**src/rtl/music_box_pkg.sv**
```systemverilog
// Shared types and constants for the music-box state blocks.
package music_box_pkg;

   typedef enum logic [2:0] {
      IDLE  = 3'd0,
      FETCH = 3'd1,
      LOAD  = 3'd2,
      PLAY  = 3'd3,
      GAP   = 3'd4,
      DONE  = 3'd5
   } state_t;

   // Clock cycles per tick, never below 1 so the prescaler always has a valid terminal count.
   function automatic int unsigned tick_div(input int unsigned clk_hz, input int unsigned tick_hz);
      int unsigned d;
      d = (tick_hz == 0) ? 1 : clk_hz / tick_hz;
      return (d == 0) ? 1 : d;
   endfunction

   localparam int unsigned TICK_DIV = tick_div(50_000_000, 1000);

endpackage

```
**src/rtl/music_box_state_play_song_tick_generator.sv**
```systemverilog
// Prescaler: counts 0..DIV-1 while enabled; tick marks the wrapping cycle.
module tick_generator
   import music_box_pkg::*;
#(
   parameter int unsigned DIV = TICK_DIV
) (
   input  logic clock_50Mhz,
   input  logic reset,
   input  logic enable,
   input  logic clear,
   output logic tick
);

   localparam int unsigned     CNT_W = (DIV > 1) ? $clog2(DIV) : 1;
   localparam logic [CNT_W-1:0] LAST = CNT_W'(DIV - 1);

   logic [CNT_W-1:0] count;

   assign tick = enable && (count == LAST);

   always_ff @(posedge clock_50Mhz) begin
      if (reset || clear) begin
         count <= '0;
      end else if (enable) begin
         count <= tick ? '0 : count + CNT_W'(1);
      end
   end

endmodule

```
**src/rtl/music_box_state_play_song.sv**
```systemverilog
// Song player: walks an external note/duration memory, sounding each note then a silent gap.
module music_box_state_play_song
   import music_box_pkg::*;
#(
   parameter logic [4:0]  STATE_ID  = 5'd2,
   parameter int unsigned CLK_HZ    = 50_000_000,
   parameter int unsigned TICK_HZ   = 1000,
   parameter int unsigned ADDR_W    = 6,
   parameter int unsigned NOTE_W    = 8,
   parameter int unsigned DUR_W     = 16,
   parameter int unsigned GAP_TICKS = 20
) (
   input  logic              clock_50Mhz,
   input  logic              reset,
   input  logic [4:0]        currentState,
   input  logic              pause,
   output logic [ADDR_W-1:0] mem_addr,
   input  logic [NOTE_W-1:0] mem_note,
   input  logic [DUR_W-1:0]  mem_dur,
   output logic [NOTE_W-1:0] note_code,
   output logic              note_on,
   output logic              stateComplete,
   output logic [31:0]       debugString
);

   localparam int unsigned      DIV      = tick_div(CLK_HZ, TICK_HZ);
   localparam logic [DUR_W-1:0] GAP_LOAD = DUR_W'(GAP_TICKS);

   state_t              state, state_n;
   logic [ADDR_W-1:0]   index, index_n;
   logic [DUR_W-1:0]    remaining, remaining_n;
   logic [NOTE_W-1:0]   note_code_n;
   logic                active;
   logic                tick;
   logic                next_note;

   assign active = (currentState == STATE_ID);

   tick_generator #(.DIV(DIV)) u_tick (
      .clock_50Mhz (clock_50Mhz),
      .reset       (reset),
      .enable      ((state == PLAY || state == GAP) && !pause),
      .clear       (state == LOAD),
      .tick        (tick)
   );

   // Next-state and datapath updates
   always_comb begin
      state_n     = state;
      index_n     = index;
      remaining_n = remaining;
      note_code_n = note_code;
      next_note   = 1'b0;

      case (state)
         IDLE: begin
            if (active) begin
               state_n = FETCH;
               index_n = '0;
            end
         end
         FETCH: state_n = LOAD;
         LOAD: begin
            if (mem_dur == '0) begin
               state_n = DONE;
            end else begin
               note_code_n = mem_note;
               remaining_n = mem_dur;
               state_n     = PLAY;
            end
         end
         PLAY: begin
            if (tick) begin
               if (remaining == DUR_W'(1)) begin
                  if (GAP_LOAD == '0) begin
                     next_note = 1'b1;
                  end else begin
                     remaining_n = GAP_LOAD;
                     state_n     = GAP;
                  end
               end else begin
                  remaining_n = remaining - DUR_W'(1);
               end
            end
         end
         GAP: begin
            if (tick) begin
               if (remaining == DUR_W'(1)) begin
                  next_note = 1'b1;
               end else begin
                  remaining_n = remaining - DUR_W'(1);
               end
            end
         end
         DONE: state_n = DONE;
         default: state_n = IDLE;
      endcase

      // Last address ends the song without a further fetch
      if (next_note) begin
         remaining_n = '0;
         if (index == '1) begin
            state_n = DONE;
         end else begin
            index_n = index + ADDR_W'(1);
            state_n = FETCH;
         end
      end

      if (!active) begin
         state_n = IDLE;
         index_n = '0;
      end
   end

   always_ff @(posedge clock_50Mhz) begin
      if (reset) begin
         state         <= IDLE;
         index         <= '0;
         remaining     <= '0;
         note_code     <= '0;
         stateComplete <= 1'b0;
      end else begin
         state         <= state_n;
         index         <= index_n;
         remaining     <= remaining_n;
         note_code     <= note_code_n;
         stateComplete <= (state_n == DONE);
      end
   end

   // index only moves on entry to FETCH, so it is stable for the whole fetch cycle
   assign mem_addr    = index;
   assign note_on     = (state == PLAY) && !pause;
   assign debugString = {2'b00, state, 11'(index), 16'(remaining)};

endmodule

```
**config.mk**
```make
export PLATFORM = sky130hd
export DESIGN_NAME = music_box_state_play_song
export DESIGN_NICKNAME = d
export VERILOG_FILES = /design/src/rtl/music_box_pkg.sv /design/src/rtl/music_box_state_play_song_tick_generator.sv /design/src/rtl/music_box_state_play_song.sv
export SDC_FILE = /design/constraint.sdc
export NUM_CORES = 1
export LEC_CHECK = 0
export ABC_AREA = 0
export CORE_ASPECT_RATIO = 0.9
export CORE_MARGIN = 8
export CORE_UTILIZATION = 48
export CTS_CLUSTER_DIAMETER = 100
export CTS_CLUSTER_SIZE = 8
export DETAILED_ROUTE_END_ITERATION = 7
export GPL_TIMING_DRIVEN = 0
export PLACE_DENSITY = 0.9
export SKIP_LAST_GASP = 1
export SYNTH_ARGS = -nofsm -noshare
export SYNTH_HDL_FRONTEND = slang
export SYNTH_SLANG_ARGS = --single-unit
```
**constraint.sdc**
```tcl
create_clock -name clock_50Mhz -period 2.6 [get_ports clock_50Mhz]
set_input_delay 0.39 -clock clock_50Mhz [delete_from_list [all_inputs] [get_ports clock_50Mhz]]
set_output_delay 0.39 -clock clock_50Mhz [all_outputs]
set_load 0.02 [all_outputs]
```
== Word level (Yosys, flattened, before mapping) ==
Cells that the tools add are included.
Cells by class
  $lt $le $gt $ge: 0
  multipliers: 0
  shifts and indexed selects: 0
  bitwise operators: 2
  muxes and demuxes: 20
  divide/modulo/power cells: 0
  reductions and logical operators: 13
  equal/unequal tests: 14
  add/subtract/negate cells: 3
Operator list (number)
  2-to-1 mux 16 bit: 6
  case mux 16 bit (3 select lines): 1
  2-to-1 mux 3 bit: 6
  2-to-1 mux 6 bit: 3
  case mux 3 bit (6 select lines): 1
  adder 16 x 1 -> 16 bit (second input constant): 1
  == test 16 x 1 -> 1 bit (second input constant): 1
  == test 16 bit (second input constant): 1
  zero test 16 bit: 1
  subtractor 16 x 1 -> 16 bit (second input constant): 1
  == test 3 bit (second input constant): 3
  adder 6 x 1 -> 6 bit (second input constant): 1
  == test 3 x 2 -> 1 bit (second input constant): 2
  == test 6 bit (second input constant): 1
  == test 5 x 2 -> 1 bit (second input constant): 1
  AND reduction 5 bit: 1
  != test 2 x 1 -> 1 bit (second input constant): 2
  != test 2 bit (second input constant): 2
  OR reduction 2 bit: 2
  == test 3 x 1 -> 1 bit (second input constant): 1
  logical AND 1 bit: 3
  zero test 3 bit: 1
  2-to-1 mux 1 bit: 3
  nonzero test 3 bit: 1
  other kinds (4): 6
Word-level totals
  bits of input ports: 32
  logic and storage cells: 58
  bits in registers: 50
  memories kept: 0
  bits in latches: 0
  ROM bits: 0
  RAM bits: 0

== Logic depth before layout (Yosys ltp) ==
Gate-level depths: netlist of the first run.
  word-level depth: 9
  gate-level depth with buffers: 8

== Cells and area by module ==
From an unflattened synthesis of the first run, not the netlist that was laid out.
Second synthesis, totals
  cell total of the unflattened synthesis: 355
  area, all modules: 2975.4 sq um
Modules (own cells, without submodules)
  music_box_state_play_song: cells an instance 269, instances 1, seq. area each 680.7 sq um, area each 2130.8 sq um
  tick_generator: cells an instance 86, instances 1, seq. area each 320.3 sq um, area each 844.6 sq um

== Worst setup path after synthesis of the first run ==
Ideal clock, no wire load.
  path type: register -> register
  start: reg remaining[0]
  end: reg remaining[6]
  arrival: 2127 ps
  data required time: 2483 ps
  setup slack: 355 ps
  library setup time: 117 ps
  buffers on the path: 0
  stages on the path, launching flop included: 7
  cells stage by stage: dfxtp_1 ha_1 or4b_1 or4_4 or2b_1 nor2_1 a32o_1
Between the ends
  word-level cells in the longest chain between the ends: 5
  elaborated cells between the ends (all ways): 13
Ends and longest elaborated chain
  from (decl): line music_box_state_play_song.sv:31  | logic [DUR_W-1:0] remaining, remaining_n;
  from (signal assigned): line music_box_state_play_song.sv:126  | remaining <= remaining_n;
  parallel branches: the longest is 5 deep, another holds subtractor 16 x 1 -> 16 bit
Several ways; the timed one is not identified. The select of a mux whose other input is x is not followed.
A chain may end at the register's enable or synchronous reset.

== Final worst setup path of the first run ==
  start: in pause
  end: reg remaining[6]
Between the ends
  word-level cells in the longest chain between the ends: 6
  elaborated cells between the ends (all ways): 9
Ends and longest elaborated chain
  from (decl): line music_box_state_play_song.sv:16  | input logic pause,
  zero test 1 bit *: line music_box_state_play_song.sv:42  | .enable ((state == PLAY || state == GAP) && !pause),
  logical AND 1 bit *: line music_box_state_play_song.sv:42
  logical AND 1 bit *: line music_box_state_play_song_tick_generator.sv:19  | assign tick = enable && (count == LAST);
  2-to-1 mux 1 bit: line music_box_state_play_song.sv:87  | if (tick) begin
  2-to-1 mux 1 bit: line music_box_state_play_song.sv:55  | case (state)
  OR reduction 2 bit (no line)
Mark *: on every way between the ends. The rest lies on a longest branch, timed or not.

==> out/qor.yml, run 1 <==
status: "completed"
grtUsageTotal_pct: 18.3
n_fill_cell: 488
worst_case_vdd_ir_drop_v: 0.000375
post_synthesis_cell_area_mm2: 0.00284
grt_remaining_overflow: 0
clock_tree.htree_level_count: 2
routed-via-count: 2888
worst_setup_path_start_kind: "input pin"
timing.final.setup_violations: 0
detail_route.wl_per_cell_um: 16.0
cts.clk_slew.worst_paths_ns: 0.08
maximum_number_of_pins_on_one_net_before_global_route_repair: 15
grt_setup_unrepaired: "yes"
placed_cells: 491
clkLatencyLatePin_ns: 0.31
p_leak_nw: 1.46
worst_clock_skew_ns: 0.0226
hold_ws_ns: 0.503
fraction_of_final_layout_cells_sized_beyond_drive_strength_1_pct: 10.9
setup_total_negative_slack_ns: 0
postSynth.asyncResetShare_pct: 0
routabilityCongestion: 0.917
seqCellArea_mm2: 0.00100
hpwl_um: 6170
total_die_area_mm2: 0.00864
synth.avg_cell_area_um2: 8.29
ys_types: 63
die_w_um: 97.1
relSlewSlack_pct: 56.7
timing.critical_path.fanout_max: 7
finalHoldViolCount: 0
postSynth.topFlopCell: "sky130_fd_sc_hd__dfxtp_1"
max_cap_viol_count: 0
drt-pass1-iter-count: 5
period_share_pct: 96.7
root_buffer_master: "sky130_fd_sc_hd__clkbuf_8"
route.antenna.remaining_nets: 0
timing.fmax_mhz: 398
critical_path.endpoint_type: "flop"
worst-setup-path-type: "in2reg"
antennaDiodeCount: 0
placement.setup.worst_slack_ns: -0.493
hold_path_class: "reg2reg"
synth_seq_area_share_pct: 35.2
finalCriticalPeriod_ns: 2.51
die-height_um: 89.0
tritoncts.num_buffers: 5
areaGrowthSynthToFinish_pct: 34.3
cts.hold.buffers_added: 0
ys_seq_elements: 50
synth-edff-count: 0
ys_warn_count: 0
power-per-cell-area_mw_per_mm2: 370
fp-row-count: 26
layout_common_cells: "72 x sky130_fd_sc_hd__clkdlybuf4s50_1, 50 x sky130_fd_sc_hd__nor2_1, 50 x sky130_fd_sc_hd__dfxtp_1, 23 x sky130_fd_sc_hd__nand2_1"
nets: 466
coreArea_mm2: 0.00569
timing_max_transition_violations_final: 0
design_power_total_mw: 1.41
multiInputGateArea_mm2: 0.00172
initial_utilization_pct: 49.9
clock_sinks: 50
totalWireLength_um: 8000
grt_antenna_before_repair: 0
grt_first_pass_wirelength_um: 13300
final-instance-count-excl-fill: 501
post_drt_via_cell_ratio: 5.76
setup_ws_ns: 0.0851
worstMarginPinSlew_ns: 0.643
port_buffers: 72
number_of_global_route_vias_before_repair: 2761
worstPathRequired_ns: 2.79
most_common_cell_after_layout_fill_and_taps_aside: "sky130_fd_sc_hd__clkdlybuf4s50_1"
drc_errors: 0
clockBufferDepth: 2
drtIter0Drc: 273
pin_count: 80
tritoncts: "yes"
syn-instance-count: 343
worst-endpoint-arrival_ns: 2.71
==> stage by stage <==
stage	instance area (um^2)	utilization, %
6_report	3820	67.1
5_1_grt	3820	67.1
4_1_cts	3780	66.4
3_5_place_dp	3670	64.5
3_3_place_gp	3670	64.5
2_1_floorplan	2870	-
==> kinds of logic after synthesis <==
group | share of synthesized area [%]
AND/OR/NAND/NOR | 30.1
AO/OA/AOI/OAI | 17.4
XOR/XNOR | 6.16
other | 0.132
flip-flops | 35.2
buffers and inverters | 5.68
multiplexers | 3.57
adder cells (fa/ha/maj) | 1.76
==> sequential cells by signal (all words and copies together) (netlist names) <==
| signal | count |
|---|---|
| remaining | 16 |
| u_tick.count | 16 |
| note_code | 8 |
| stateComplete | 1 |
| mem_addr | 6 |
| state | 3 |
==> repair_timing <==
action | 4_1_cts | 5_1_grt
setup buffers | 0 | 2
resized for setup | 1 | 9
pin swaps | 0 | 1
endpoints found under the setup margin | 11 | 17
==> report_power, final <==
part	internal [mW]	leakage (nW)	switching, mW
Clock	0.288	0.0524	0.257
Sequential	0.765	0.402	0.000192
Combinational	0.0576	1.01	0.0428
==> routing by layer <==
metal / global-route usage, % / up-vias / wire length, um
li1: - / 1408 / -
met1: 23.8 / 1333 / 3360
met2: 28.9 / 137 / 3740
met3: 5.10 / 10 / 808
met4: 5.58 / 0 / 94
met5: 0 / - / 0
==> path summary, 6_finish.rpt <==
| path | slack, ns | end | startpoint | depth (start not counted) |
|---|---|---|---|---|
| worst max register to register | 0.16 | mem_addr[4] | remaining[0] | 6 |
| worst max-delay path | 0.09 | remaining[6] | pause | 7 |
| worst min register to register | 0.50 | note_code[5] | note_code[5] | 2 |
| worst min-delay path | 0.50 | note_code[5] | note_code[5] | 2 |
==> critical path: stages <==
cell	delay, ns
sky130_fd_sc_hd__clkdlybuf4s50_1	0.55
sky130_fd_sc_hd__and4b_1	0.42
sky130_fd_sc_hd__nand4_4	0.18
sky130_fd_sc_hd__or4_4	0.59
sky130_fd_sc_hd__or2b_1	0.24
sky130_fd_sc_hd__nor2_1	0.11
sky130_fd_sc_hd__a32o_1	0.23
==> layout make-up <==
cell class	count	share of cell area, %
timing repair buffer	74	19.3
inverter	4	0.393
clock buffer	7	2.00
multi-input combinational	270	45.1
buffer	25	3.93
sequential	50	26.2
tap	70	2.29
clock inverter	1	0.786
==> cell usage after synthesis, types with 2 or more instances <==
library cell / number / area (um^2)
sky130_fd_sc_hd__buf_4: 13 / 97.6
sky130_fd_sc_hd__a32oi_1: 2 / 17.5
sky130_fd_sc_hd__nand3b_1: 5 / 37.5
sky130_fd_sc_hd__clkbuf_1: 9 / 33.8
sky130_fd_sc_hd__and2_1: 3 / 18.8
sky130_fd_sc_hd__o22ai_1: 3 / 18.8
sky130_fd_sc_hd__inv_1: 4 / 15.0
sky130_fd_sc_hd__o21ai_0: 22 / 110
sky130_fd_sc_hd__nand2_1: 24 / 90.1
sky130_fd_sc_hd__or3_1: 5 / 31.3
sky130_fd_sc_hd__and3_1: 4 / 25.0
sky130_fd_sc_hd__dfxtp_1: 50 / 1000
sky130_fd_sc_hd__and4bb_2: 2 / 25.0
sky130_fd_sc_hd__nor3b_1: 3 / 22.5
sky130_fd_sc_hd__nor2_1: 50 / 188
sky130_fd_sc_hd__a221oi_1: 4 / 35.0
sky130_fd_sc_hd__a21oi_1: 22 / 110
sky130_fd_sc_hd__nand3_1: 10 / 50.1
sky130_fd_sc_hd__o211ai_1: 5 / 37.5
sky130_fd_sc_hd__xnor2_1: 6 / 52.6
sky130_fd_sc_hd__nor4_1: 10 / 62.6
sky130_fd_sc_hd__a31oi_1: 2 / 12.5
sky130_fd_sc_hd__buf_2: 3 / 15.0
sky130_fd_sc_hd__mux2i_1: 9 / 90.1
sky130_fd_sc_hd__nor3_1: 12 / 60.1
sky130_fd_sc_hd__ha_1: 4 / 50.1
sky130_fd_sc_hd__a22oi_1: 2 / 15.0
sky130_fd_sc_hd__a32o_1: 2 / 20.0
sky130_fd_sc_hd__nand4_1: 5 / 31.3
sky130_fd_sc_hd__nand2b_1: 2 / 12.5
sky130_fd_sc_hd__xor2_1: 14 / 123
(Power assumes the default switching activity.)
==> run 2, diff against run 1 <==
Settings changed: GPL_ROUTABILITY_DRIVEN set to 0.
==> run 2 against run 1 <==
Net effect: via count rose by 4.2%; design area fell by 0.20%; largest cell class unchanged; die area did not move; sequential share of layout area rose by 0.052 points; sequential power barely moved; combinational power barely moved; power rose by 0.95%.
==> out/qor.yml, run 2 (synthesized netlist as in run 1, its figures left out) <==
period_share_pct: 95.6
initial_utilization_pct: 49.9
route.antenna.remaining_nets: 0
number_of_global_route_vias_before_repair: 2841
grt_first_pass_wirelength_um: 13600
power-per-cell-area_mw_per_mm2: 374
grtUsageTotal_pct: 19.0
nets: 465
die-height_um: 89.0
final-instance-count-excl-fill: 500
drtIter0Drc: 331
worst_setup_path_start_kind: "input pin"
total_die_area_mm2: 0.00864
pin_count: 80
root_buffer_master: "sky130_fd_sc_hd__clkbuf_8"
fp-row-count: 26
timing_max_transition_violations_final: 0
drc_errors: 0
critical-path-top-delay-family: "simple AND/OR/NAND/NOR gates"
tritoncts.num_buffers: 5
routed-via-count: 3010
clkLatencyLatePin_ns: 0.31
antennaDiodeCount: 0
cp_num_buf_inv: 1
post_dp_cell_area_mm2: 0.00367
clockBufferDepth: 2
status: "completed"
areaGrowthSynthToFinish_pct: 34.1
hpwl_um: 6240
totalWireLength_um: 8380
most_common_cell_after_layout_fill_and_taps_aside: "sky130_fd_sc_hd__clkdlybuf4s50_1"
placed_cells: 491
global_route.peak_usage_layer: "met2"
max_cap_viol_count: 0
hold_path_class: "reg2reg"
worst-endpoint-arrival_ns: 2.69
port_buffers: 72
setup_total_negative_slack_ns: 0
cts.clk_slew.worst_paths_ns: 0.09
hold_ws_ns: 0.509
worst-setup-path-type: "in2reg"
max_stage_delay_ns: 0.59
worst_case_vdd_ir_drop_v: 0.000317
tritoncts: "yes"
p_leak_nw: 1.45
clock_tree.htree_level_count: 2
gr-usage-met2_pct: 31.1
worstPathRequired_ns: 2.80
relSlewSlack_pct: 54.5
timing.fmax_mhz: 403
maximum_number_of_pins_on_one_net_before_global_route_repair: 16
worstMarginPinSlew_ns: 0.677
worst_clock_skew_ns: 0.0147
met1_layer_usage_reported_by_global_route_pct: 23.1
cts.hold.buffers_added: 0
post_drt_via_cell_ratio: 6.02
fraction_of_final_layout_cells_sized_beyond_drive_strength_1_pct: 10.9
cpMaxStageDelayCell: "sky130_fd_sc_hd__or4_4"
path_cells: "clkdlybuf4s50_1 > and4b_2 > nand4_4 > or4_4 > or2b_1 > nor2_1 > a32o_1"
grt_antenna_before_repair: 0
gr-usage-met3_pct: 5.56
coreArea_mm2: 0.00569
grt_setup_unrepaired: "yes"
timing.final.setup_violations: 0
grt_remaining_overflow: 0
detail_route.wl_per_cell_um: 16.8
drt-pass1-iter-count: 5
design_power_total_mw: 1.42
clock_sinks: 50
finalHoldViolCount: 0
fin_util_pct: 66.9
reg_top3: "remaining x16, u_tick.count x16, note_code x8"
setup_ws_ns: 0.116
placement.setup.worst_slack_ns: -0.477
stdcell_area_mm2: 0.00381
finalCriticalPeriod_ns: 2.48
critical_path.endpoint_type: "flop"
layout_common_cells: "72 x sky130_fd_sc_hd__clkdlybuf4s50_1, 50 x sky130_fd_sc_hd__dfxtp_1, 49 x sky130_fd_sc_hd__nor2_1, 23 x sky130_fd_sc_hd__nand2_1"
die_w_um: 97.1
timing.critical_path.fanout_max: 7
run 2: changes by cell type in the layout (fill, tap and decap cells not counted):
cell	before	now
sky130_fd_sc_hd__clkinvlp_4	0	1
sky130_fd_sc_hd__o221ai_2	1	0
sky130_fd_sc_hd__and4b_1	1	0
sky130_fd_sc_hd__o221ai_1	0	1
sky130_fd_sc_hd__nor2_1	50	49
sky130_fd_sc_hd__nor2_2	0	1
sky130_fd_sc_hd__and4b_2	0	1
sky130_fd_sc_hd__buf_4	15	14
sky130_fd_sc_hd__clkbuf_2	3	2
run 2: tightest hold or removal path: cells and delay by family, from the launching register on:
kind / cells / cell delay [ns]
flip-flops: 1 / 0.34
AND/OR/NAND/NOR: 1 / 0.07
multiplexers: 1 / 0.07
run 2: metal layers:
layer | routed length, um | part of all wire, %
met3 | 861 | 10
met1 | 3430 | 41
met5 | 0 | 0
met2 | 3890 | 46
met4 | 196 | 2.3
run 2: cell type report:
class	instances	area, um^2
buffer	25	149
clock buffer	6	72.6
clock inverter	2	37.5
fill	449	1880
inverter	4	15.0
multi-input combinational	270	1720
sequential	50	1000
tap	70	87.6
timing repair buffer	73	728
run 2: final timing paths:
check                             startpoint           end  slack [ns]  cells past startpoint
worst max-delay path                   pause  remaining[6]        0.12                      7
worst min-delay path            note_code[1]  note_code[1]        0.51                      2
worst max register to register  remaining[0]  remaining[6]        0.19                      6
worst min register to register  note_code[1]  note_code[1]        0.51                      2
run 2: report_power, final:
part,switching [mW],internal [mW],total [mW]
clock network,0.270,0.287,0.557
registers,0.000181,0.765,0.765
logic,0.0445,0.0576,0.102
total,0.315,1.11,1.42
run 2: repair_timing:
action                                  in CTS  in global routing
pin swaps                                    0                  1
gates resized for setup                      1                  8
endpoints found under the setup margin       9                 17
buffers inserted                             0                  1
==> run 3, diff against run 2 <==
Settings changed: MAX_ROUTING_LAYER set to met4.
==> run 3 against run 2 <==
Net effect: maximum frequency decreased by 1.5%; largest power group unchanged; critical path type unchanged; largest cell class unchanged; count of clock-buffer cells in the layout unchanged; via count increased by 0.23%; critical path depth unchanged.
==> out/qor.yml, run 3 (synthesized netlist as in run 1, its figures left out) <==
status: "completed"
timing.final.setup_violations: 0
p_leak_nw: 1.45
grtUsageTotal_pct: 19.6
fin_util_pct: 67.1
number_of_global_route_vias_before_repair: 2833
grt_setup_unrepaired: "no"
reg_top3: "remaining x16, u_tick.count x16, note_code x8"
cts.clk_slew.worst_paths_ns: 0.09
period_share_pct: 97.0
tritoncts: "yes"
switching_share_pct: 22.1
fp-row-count: 26
cts.hold.buffers_added: 0
min_from: "note_code[1]"
drc_errors: 0
route.antenna.remaining_nets: 0
tritoncts.num_buffers: 5
die_w_um: 97.1
worstMarginPinSlew_ns: 0.639
layout_common_cells: "72 x sky130_fd_sc_hd__clkdlybuf4s50_1, 50 x sky130_fd_sc_hd__dfxtp_1, 49 x sky130_fd_sc_hd__nor2_1, 23 x sky130_fd_sc_hd__nand2_1"
nets: 465
clkLatencyLatePin_ns: 0.31
path_cells: "clkdlybuf4s50_1 > and4b_2 > nand4_4 > or4_4 > or2b_1 > nor2_1 > a32o_1"
hpwl_um: 6240
cpMaxStageDelayCell: "sky130_fd_sc_hd__or4_4"
hold_ws_ns: 0.509
sequential_share_of_power_pct: 53.7
register_to_register_setup_slack_ns: 0.14
timing.fmax_mhz: 396
max_cap_viol_count: 0
root_buffer_master: "sky130_fd_sc_hd__clkbuf_8"
power_report.internal_total_mw: 1.11
grt_remaining_overflow: 0
stdcell_area_mm2: 0.00382
worst-endpoint-arrival_ns: 2.72
clockBufferDepth: 2
hold_path_class: "reg2reg"
r2r.worst_path.cells: 7
timing_max_transition_violations_final: 0
regToRegStartpoint: "remaining[0]"
worst_case_vdd_ir_drop_v: 0.000314
rr_endpoint: "remaining[9]"
worst_clock_skew_ns: 0.0153
timing.critical_path.fanout_max: 7
routed-via-count: 3017
power_frac_comb_pct: 7.2
clock_tree.htree_level_count: 2
pwr-share-clk_pct: 39.1
areaGrowthSynthToFinish_pct: 34.4
placement.setup.worst_slack_ns: -0.477
post_dp_cell_area_mm2: 0.00367
count_of_cells_along_the_worst_hold_path: 2
drtIter0Drc: 353
setup_ws_ns: 0.0770
port_buffers: 72
worst-setup-path-type: "in2reg"
finalCriticalPeriod_ns: 2.52
worst_setup_path_start_kind: "input pin"
hold-path-endpoint: "note_code[1]"
n_fill_cell: 443
crit_start: "pause"
most_common_cell_after_layout_fill_and_taps_aside: "sky130_fd_sc_hd__clkdlybuf4s50_1"
worstPathRequired_ns: 2.80
fraction_of_final_layout_cells_sized_beyond_drive_strength_1_pct: 11.4
power-per-cell-area_mw_per_mm2: 373
die-height_um: 89.0
critical_path.endpoint_type: "flop"
totalWireLength_um: 8500
pin_count: 80
maximum_number_of_pins_on_one_net_before_global_route_repair: 16
antennaDiodeCount: 0
coreArea_mm2: 0.00569
clock_sinks: 50
design_power_total_mw: 1.42
detail_route.wl_per_cell_um: 17.0
grt_first_pass_wirelength_um: 13600
total_die_area_mm2: 0.00864
initial_utilization_pct: 49.9
grt_antenna_before_repair: 0
max_stage_delay_ns: 0.59
post_drt_via_cell_ratio: 6.03
p_sw_mw: 0.314
drt-pass1-iter-count: 5
relSlewSlack_pct: 57.1
finalHoldViolCount: 0
## run 3: cell type report
type	count	area, um^2	share of cell area, %
Tap cell	70	87.6	2.29
Sequential cell	50	1000	26.2
Buffer	25	149	3.90
Multi-Input combinational cell	270	1730	45.3
Clock buffer	6	72.6	1.90
Clock inverter	2	37.5	0.982
Inverter	4	15.0	0.393
Timing Repair Buffer	73	728	19.1
## run 3: power by group through the flow
stage | Clock [mW] | Sequential (mW) | Combinational [mW]
after global routing | 0.598 | 0.766 | 0.109
after global placement | 0 | 0.783 | 0.0970
after CTS | 0.558 | 0.765 | 0.0995
after detailed placement | 0 | 0.783 | 0.0991
final | 0.557 | 0.765 | 0.103
after floorplan | 0 | 0.784 | 0.0377
## run 3: critical path: cells and delay by family
| kind | cells | cell delay (ns) |
|---|---|---|
| simple gates | 5 | 1.53 |
| buf+inv | 1 | 0.56 |
| compound gates | 1 | 0.23 |
## run 3: stage by stage
step / TNS [ns] / instances
floorplan: 0 / 349
global placement: -5.32 / 491
global route: 0 / 500
detailed placement: -6.33 / 491
finish: 0 / 500
CTS: 0 / 499
## run 3: worst max path at each step
stage,cells past startpoint,to
6_report,7,remaining[6]
4_1_cts,8,remaining[9]
3_5_place_dp,8,remaining[0]
3_3_place_gp,8,remaining[0]
5_1_grt,7,remaining[6]
2_1_floorplan,6,remaining[6]
## run 3: layer usage
layer	global-route usage, %	up-vias	part of all wire [%]
li1	-	1413	-
met1	23.7	1401	40
met2	31.0	179	48
met5	-	-	0
met3	4.87	24	10
met4	7.95	0	2.2
## run 3: repair_timing
action / CTS / global route
setup endpoints to repair: 9 / 19
pin swaps: 0 / 1
setup buffers: 0 / 1
hold endpoints to repair: 0 / 0
resized for setup: 1 / 10
